## src/rtl/mem_arbiter.sv

```systemverilog
// Arbiter for a single-port unified memory shared by the CPU (A) and the debug/loader port (B).
// A has fixed priority; a saturating starvation counter forces B to win after StarveLimit losses.
module mem_arbiter #(
    parameter int unsigned DataWidth   = 16,
    parameter int unsigned AddrWidth   = 8,
    parameter int unsigned StarveLimit = 4
) (
    input  logic                 Clk,
    input  logic                 Reset,
    input  logic                 A_Req,
    input  logic                 A_Wr,
    input  logic [AddrWidth-1:0] A_Addr,
    input  logic [DataWidth-1:0] A_WData,
    output logic                 A_Gnt,
    output logic                 A_Done,
    output logic [DataWidth-1:0] A_RData,
    input  logic                 B_Req,
    input  logic                 B_Wr,
    input  logic [AddrWidth-1:0] B_Addr,
    input  logic [DataWidth-1:0] B_WData,
    output logic                 B_Gnt,
    output logic                 B_Done,
    output logic [DataWidth-1:0] B_RData,
    output logic [AddrWidth-1:0] Mem_Addr,
    output logic [DataWidth-1:0] Mem_WData,
    output logic                 Mem_Wr,
    input  logic [DataWidth-1:0] Mem_RData,
    output logic                 Busy
);

    localparam int unsigned CntWidth = 4;

    typedef enum logic [1:0] {
        S_Idle,
        S_Access,
        S_Complete
    } state_t;

    state_t                 state, state_n;
    logic                   win_b, win_b_n;
    logic                   wr_q, wr_n;
    logic [CntWidth-1:0]    starve_cnt, cnt_n;
    logic                   a_gnt_q, a_gnt_n, b_gnt_q, b_gnt_n;
    logic                   a_done_q, a_done_n, b_done_q, b_done_n;
    logic [DataWidth-1:0]   a_rdata_q, a_rdata_n, b_rdata_q, b_rdata_n;
    logic [AddrWidth-1:0]   mem_addr_q, mem_addr_n;
    logic [DataWidth-1:0]   mem_wdata_q, mem_wdata_n;
    logic                   mem_wr_q, mem_wr_n;
    logic                   busy_q, busy_n;
    logic                   pick_b;
    logic                   starve_hit;

    assign starve_hit = (starve_cnt == CntWidth'(StarveLimit));

    // State and registered outputs
    always_ff @(posedge Clk or negedge Reset) begin
        if (!Reset) begin
            state       <= S_Idle;
            win_b       <= 1'b0;
            wr_q        <= 1'b0;
            starve_cnt  <= '0;
            a_gnt_q     <= 1'b0;
            b_gnt_q     <= 1'b0;
            a_done_q    <= 1'b0;
            b_done_q    <= 1'b0;
            a_rdata_q   <= '0;
            b_rdata_q   <= '0;
            mem_addr_q  <= '0;
            mem_wdata_q <= '0;
            mem_wr_q    <= 1'b0;
            busy_q      <= 1'b0;
        end else begin
            state       <= state_n;
            win_b       <= win_b_n;
            wr_q        <= wr_n;
            starve_cnt  <= cnt_n;
            a_gnt_q     <= a_gnt_n;
            b_gnt_q     <= b_gnt_n;
            a_done_q    <= a_done_n;
            b_done_q    <= b_done_n;
            a_rdata_q   <= a_rdata_n;
            b_rdata_q   <= b_rdata_n;
            mem_addr_q  <= mem_addr_n;
            mem_wdata_q <= mem_wdata_n;
            mem_wr_q    <= mem_wr_n;
            busy_q      <= busy_n;
        end
    end

    // Next-state and next-output logic
    always_comb begin
        state_n     = state;
        win_b_n     = win_b;
        wr_n        = wr_q;
        cnt_n       = starve_cnt;
        a_gnt_n     = a_gnt_q;
        b_gnt_n     = b_gnt_q;
        a_done_n    = 1'b0;
        b_done_n    = 1'b0;
        a_rdata_n   = a_rdata_q;
        b_rdata_n   = b_rdata_q;
        mem_addr_n  = mem_addr_q;
        mem_wdata_n = mem_wdata_q;
        mem_wr_n    = 1'b0;
        busy_n      = busy_q;
        pick_b      = 1'b0;

        unique case (state)
            S_Idle: begin
                pick_b = B_Req && (!A_Req || starve_hit);
                // A can only beat a waiting B below the limit, so the increment saturates
                if (!B_Req || pick_b) begin
                    cnt_n = '0;
                end else begin
                    cnt_n = starve_cnt + CntWidth'(1);
                end
                if (A_Req || B_Req) begin
                    state_n     = S_Access;
                    win_b_n     = pick_b;
                    wr_n        = pick_b ? B_Wr : A_Wr;
                    mem_addr_n  = pick_b ? B_Addr : A_Addr;
                    mem_wdata_n = pick_b ? B_WData : A_WData;
                    mem_wr_n    = wr_n;
                    a_gnt_n     = !pick_b;
                    b_gnt_n     = pick_b;
                    busy_n      = 1'b1;
                end
            end
            S_Access: begin
                state_n  = S_Complete;
                a_done_n = !win_b;
                b_done_n = win_b;
            end
            S_Complete: begin
                state_n = S_Idle;
                a_gnt_n = 1'b0;
                b_gnt_n = 1'b0;
                busy_n  = 1'b0;
                if (!wr_q) begin
                    if (win_b) begin
                        b_rdata_n = Mem_RData;
                    end else begin
                        a_rdata_n = Mem_RData;
                    end
                end
            end
            default: begin
                state_n = S_Idle;
            end
        endcase
    end

    // Read data arrives during the Done cycle, so it is forwarded then and held afterwards
    assign A_RData   = (state == S_Complete && !win_b && !wr_q) ? Mem_RData : a_rdata_q;
    assign B_RData   = (state == S_Complete &&  win_b && !wr_q) ? Mem_RData : b_rdata_q;
    assign A_Gnt     = a_gnt_q;
    assign B_Gnt     = b_gnt_q;
    assign A_Done    = a_done_q;
    assign B_Done    = b_done_q;
    assign Mem_Addr  = mem_addr_q;
    assign Mem_WData = mem_wdata_q;
    assign Mem_Wr    = mem_wr_q;
    assign Busy      = busy_q;

endmodule

```

## config.mk

```make
export PLATFORM = sky130hd
export DESIGN_NAME = mem_arbiter
export DESIGN_NICKNAME = d
export VERILOG_FILES = /design/src/rtl/mem_arbiter.sv
export SDC_FILE = /design/constraint.sdc
export NUM_CORES = 1
export LEC_CHECK = 0
export ABC_AREA = 1
export CORE_ASPECT_RATIO = 1.2
export CORE_MARGIN = 4
export CORE_UTILIZATION = 29
export DETAILED_ROUTE_END_ITERATION = 8
export MAX_ROUTING_LAYER = met4
export PLACE_DENSITY = 0.67
export SLEW_MARGIN = 15
export SYNTH_ARGS = -nofsm -noshare
export SYNTH_HDL_FRONTEND = slang
export SYNTH_SLANG_ARGS = --single-unit
```

## constraint.sdc

```tcl
create_clock -name Clk -period 2.7 [get_ports Clk]
set_input_delay 0.54 -clock Clk [delete_from_list [all_inputs] [get_ports Clk]]
set_output_delay 0.54 -clock Clk [all_outputs]
set_load 0.02 [all_outputs]
```

==> results.json <==
{
  "crit_chain": "nor2_2 > nand2_1 > buf_12 > o21ai_0 > clkdlybuf4s50_1",
  "tightest_slew_ns": 0.8896,
  "slew_headroom": 0.4069,
  "hold_viol_final": 0,
  "grt_use_met3": 0.04926,
  "port_buffers": 131,
  "clk_latency_ns": 0.32,
  "fin_setup_tns_ns": 0,
  "synth-async-reset-ratio": 1.000,
  "synth.most_common_cell": "nand2_1",
  "cts_buffer_depth": 2,
  "wl_per_cell_um": 14.29,
  "p_per_area_nw_per_um2": 1238,
  "critical_path.max_fanout": 48,
  "gp_congestion": 0.7473,
  "ys.warnings.count": 0,
  "num_rows": 41,
  "core_um2": 10570,
  "grt_pass1_wl_mm": 14.37,
  "gr-total-overflow": 0,
  "clock-sinks": 70,
  "rsz0062_at_grt": "false",
  "nets": 555,
  "synth_area_um2": 3149,
  "clkSlewWorstSetupHoldPaths_ns": 0.05,
  "synth.top_cell.area_share": 0.5562,
  "wl_mm": 8.801,
  "vias_per_cell": 4.839,
  "cap_violations": 0,
  "antenna_cells": 0,
  "dp_hpwl_mm": 6.122,
  "drive_above_1_share": 0.05339,
  "cts_resized": 0,
  "required_ns": 2.16,
  "final-setup-viol-count": 0,
  "die_y_um": 122.2,
  "die_area_um2": 12600,
  "crit_slowest_cell": "clkdlybuf4s50_1",
  "drc": 0,
  "hold_class": "primary input to async pin",
  "busiest_layer": "met2",
  "path_class": "flip-flop to output port",
  "tritoncts": "built",
  "grtUsageMet1": 0.1863,
  "cts_hold_buf": 0,
  "path_buf_inv": 2,
  "syn_inst": 358,
  "grt_use_total": 0.1493,
  "ios": 132,
  "cts_inserted_buffers": 9,
  "vdd_drop_max_v": 0.0003977,
  "yosys-top-cells-area": "dfrtp_1 56%, nand2_1 9.2%, nand3_1 8.6%",
  "synth.avg_cell_area_um2": 8.797,
  "yosysUniqueCellTypes": 22,
  "vias": 2981,
  "synth_nets": 430,
  "seq_area_frac_synth": 0.5562,
  "netlist_top_cells_count": "77 x nand2_1, 70 x dfrtp_1, 54 x nand3_1, 40 x o21ai_1, 27 x o21ai_0",
  "min_period_ns": 2.576,
  "leakage_nw": 2.172,
  "antenna_found_initial": 0,
  "start_kind": "flip-flop",
  "fmax_ghz": 0.3883,
  "grt_start_max_net_pins": 71,
  "dr.pass1.iters": 4,
  "root_buffer": "clkbuf_16",
  "h-tree-depth": 3,
  "grt_pass1_vias": 2945,
  "ant_nets": 0,
  "initial_core_util": 0.2980,
  "finalMaxSlewViolations": 0,
  "post_cts_buffers": 0,
  "status": "finished clean",
  "synth_edf_count": 0,
  "max_stage_delay_ns": 0.64,
  "critPathTopFamily": "buffers and inverters",
  "grt.met2_usage": 0.2348,
  "fin_skew_ns": 0.007411,
  "finalCritPeriodShare": 0.9539,
  "dr.first_iter.drc_count": 122,
  "crit_arrival_ns": 2.04,
  "n_fill_cell": 1037,
  "endpoint_kind": "output port",
  "die_w_um": 103.1,
  "synth_top_area_cell": "dfrtp_1",
  "hold_ws_ns": 0.3599,
  "ys_ff_latch": 70,
  "syn2layout_area_growth_pct": 53.24,
  "synth_flop_cell": "dfrtp_1"
}
[worst register-to-register path, stage by stage, from the launching register on]
cell and delay (ns):
dfrtp_1 0.38, inv_1 0.08, ha_1 0.19, nand3_1 0.10, nand2_1 0.08, nand2_2 0.43
nand3_1 0.18, nand2_1 0.11
[metrics by stage]
step / utilization / instance area, µm² / worst slack (ns) / power [mW] / instances
3_3_place_gp: 0.4310 / 4554 / 0.2721 / 4.915 / 601
2_1_floorplan: - / 3149 / 0.8074 / 3.529 / 358
4_1_cts: 0.4564 / 4823 / 0.08537 / 6.066 / 616
6_report: 0.4567 / 4826 / 0.1243 / 5.973 / 616
5_1_grt: 0.4567 / 4826 / 0.001462 / 6.451 / 616
3_5_place_dp: 0.4310 / 4554 / 0.2792 / 4.973 / 601
[sequential cells by signal (all words and copies together) (netlist names)]
register and cells:
Mem_WData 16, A_Done 1, A_Gnt 1, win_b 1, starve_cnt 4, Busy 1, b_rdata_q 16, Mem_Wr 1
a_rdata_q 16, wr_q 1, B_Gnt 1, B_Done 1, Mem_Addr 8, state 2
[cell type report]
type	count	area, µm²	share of cell area
Clock buffer	14	264.0	0.05471
Multi-Input combinational cell	239	1157	0.2398
Timing Repair Buffer	139	1396	0.2893
Inverter	24	90.09	0.01867
Clock inverter	1	5.005	0.001037
Sequential cell	70	1752	0.3630
Tap cell	129	161.4	0.03345
[logic make-up after synthesis]
kind of cell / count (synthesis) / share of synthesized area
buffers and inverters: 49 / 0.07627
XOR/XNOR: 1 / 0.002782
adder cells (fa/ha/maj): 2 / 0.007945
AND/OR/NAND/NOR: 166 / 0.2439
flip-flops: 70 / 0.5562
AO/OA/AOI/OAI: 70 / 0.1128
[routing by layer]
layer / share of wire / routed length (µm) / up-vias
met5: 0 / 0 / -
met2: 0.47 / 4168 / 117
met4: 0.0055 / 48 / 0
met1: 0.43 / 3788 / 1384
met3: 0.090 / 796 / 4
li1: - / - / 1476
[where the power goes]
part / internal, mW / leakage [nW] / switching (mW) / total, mW
clock: 0.665 / 0.133 / 0.389 / 1.05
combinational: 1.39 / 1.18 / 1.77 / 3.16
sequential: 1.55 / 0.863 / 0.211 / 1.76
[path summary, 6_finish.rpt]
path,start,end,slack [ns],depth (start not counted)
setup / recovery,state[0],A_RData[15],0.12,5
hold / removal,Reset,state[0],0.36,1
setup reg to reg,starve_cnt[0],Mem_Wr,1.09,7
hold reg to reg,Busy,Busy,0.47,2
max in group asynchronous,Reset,Mem_WData[8],1.77,1
min in group Clk,Busy,Busy,0.47,2
[cells in the final DEF (no fill, tap or decap), types with 3 or more instances in the layout]
cell	instances
dfrtp_1	70
o21ai_1	40
clkdlybuf4s50_1	129
nand2_1	77
clkbuf_16	9
o21ai_0	27
nor2_1	5
inv_1	23
clkbuf_1	3
nand3_1	54
nand4_1	25
buf_4	7
Note: power is estimated with default switching activity, not from simulation.
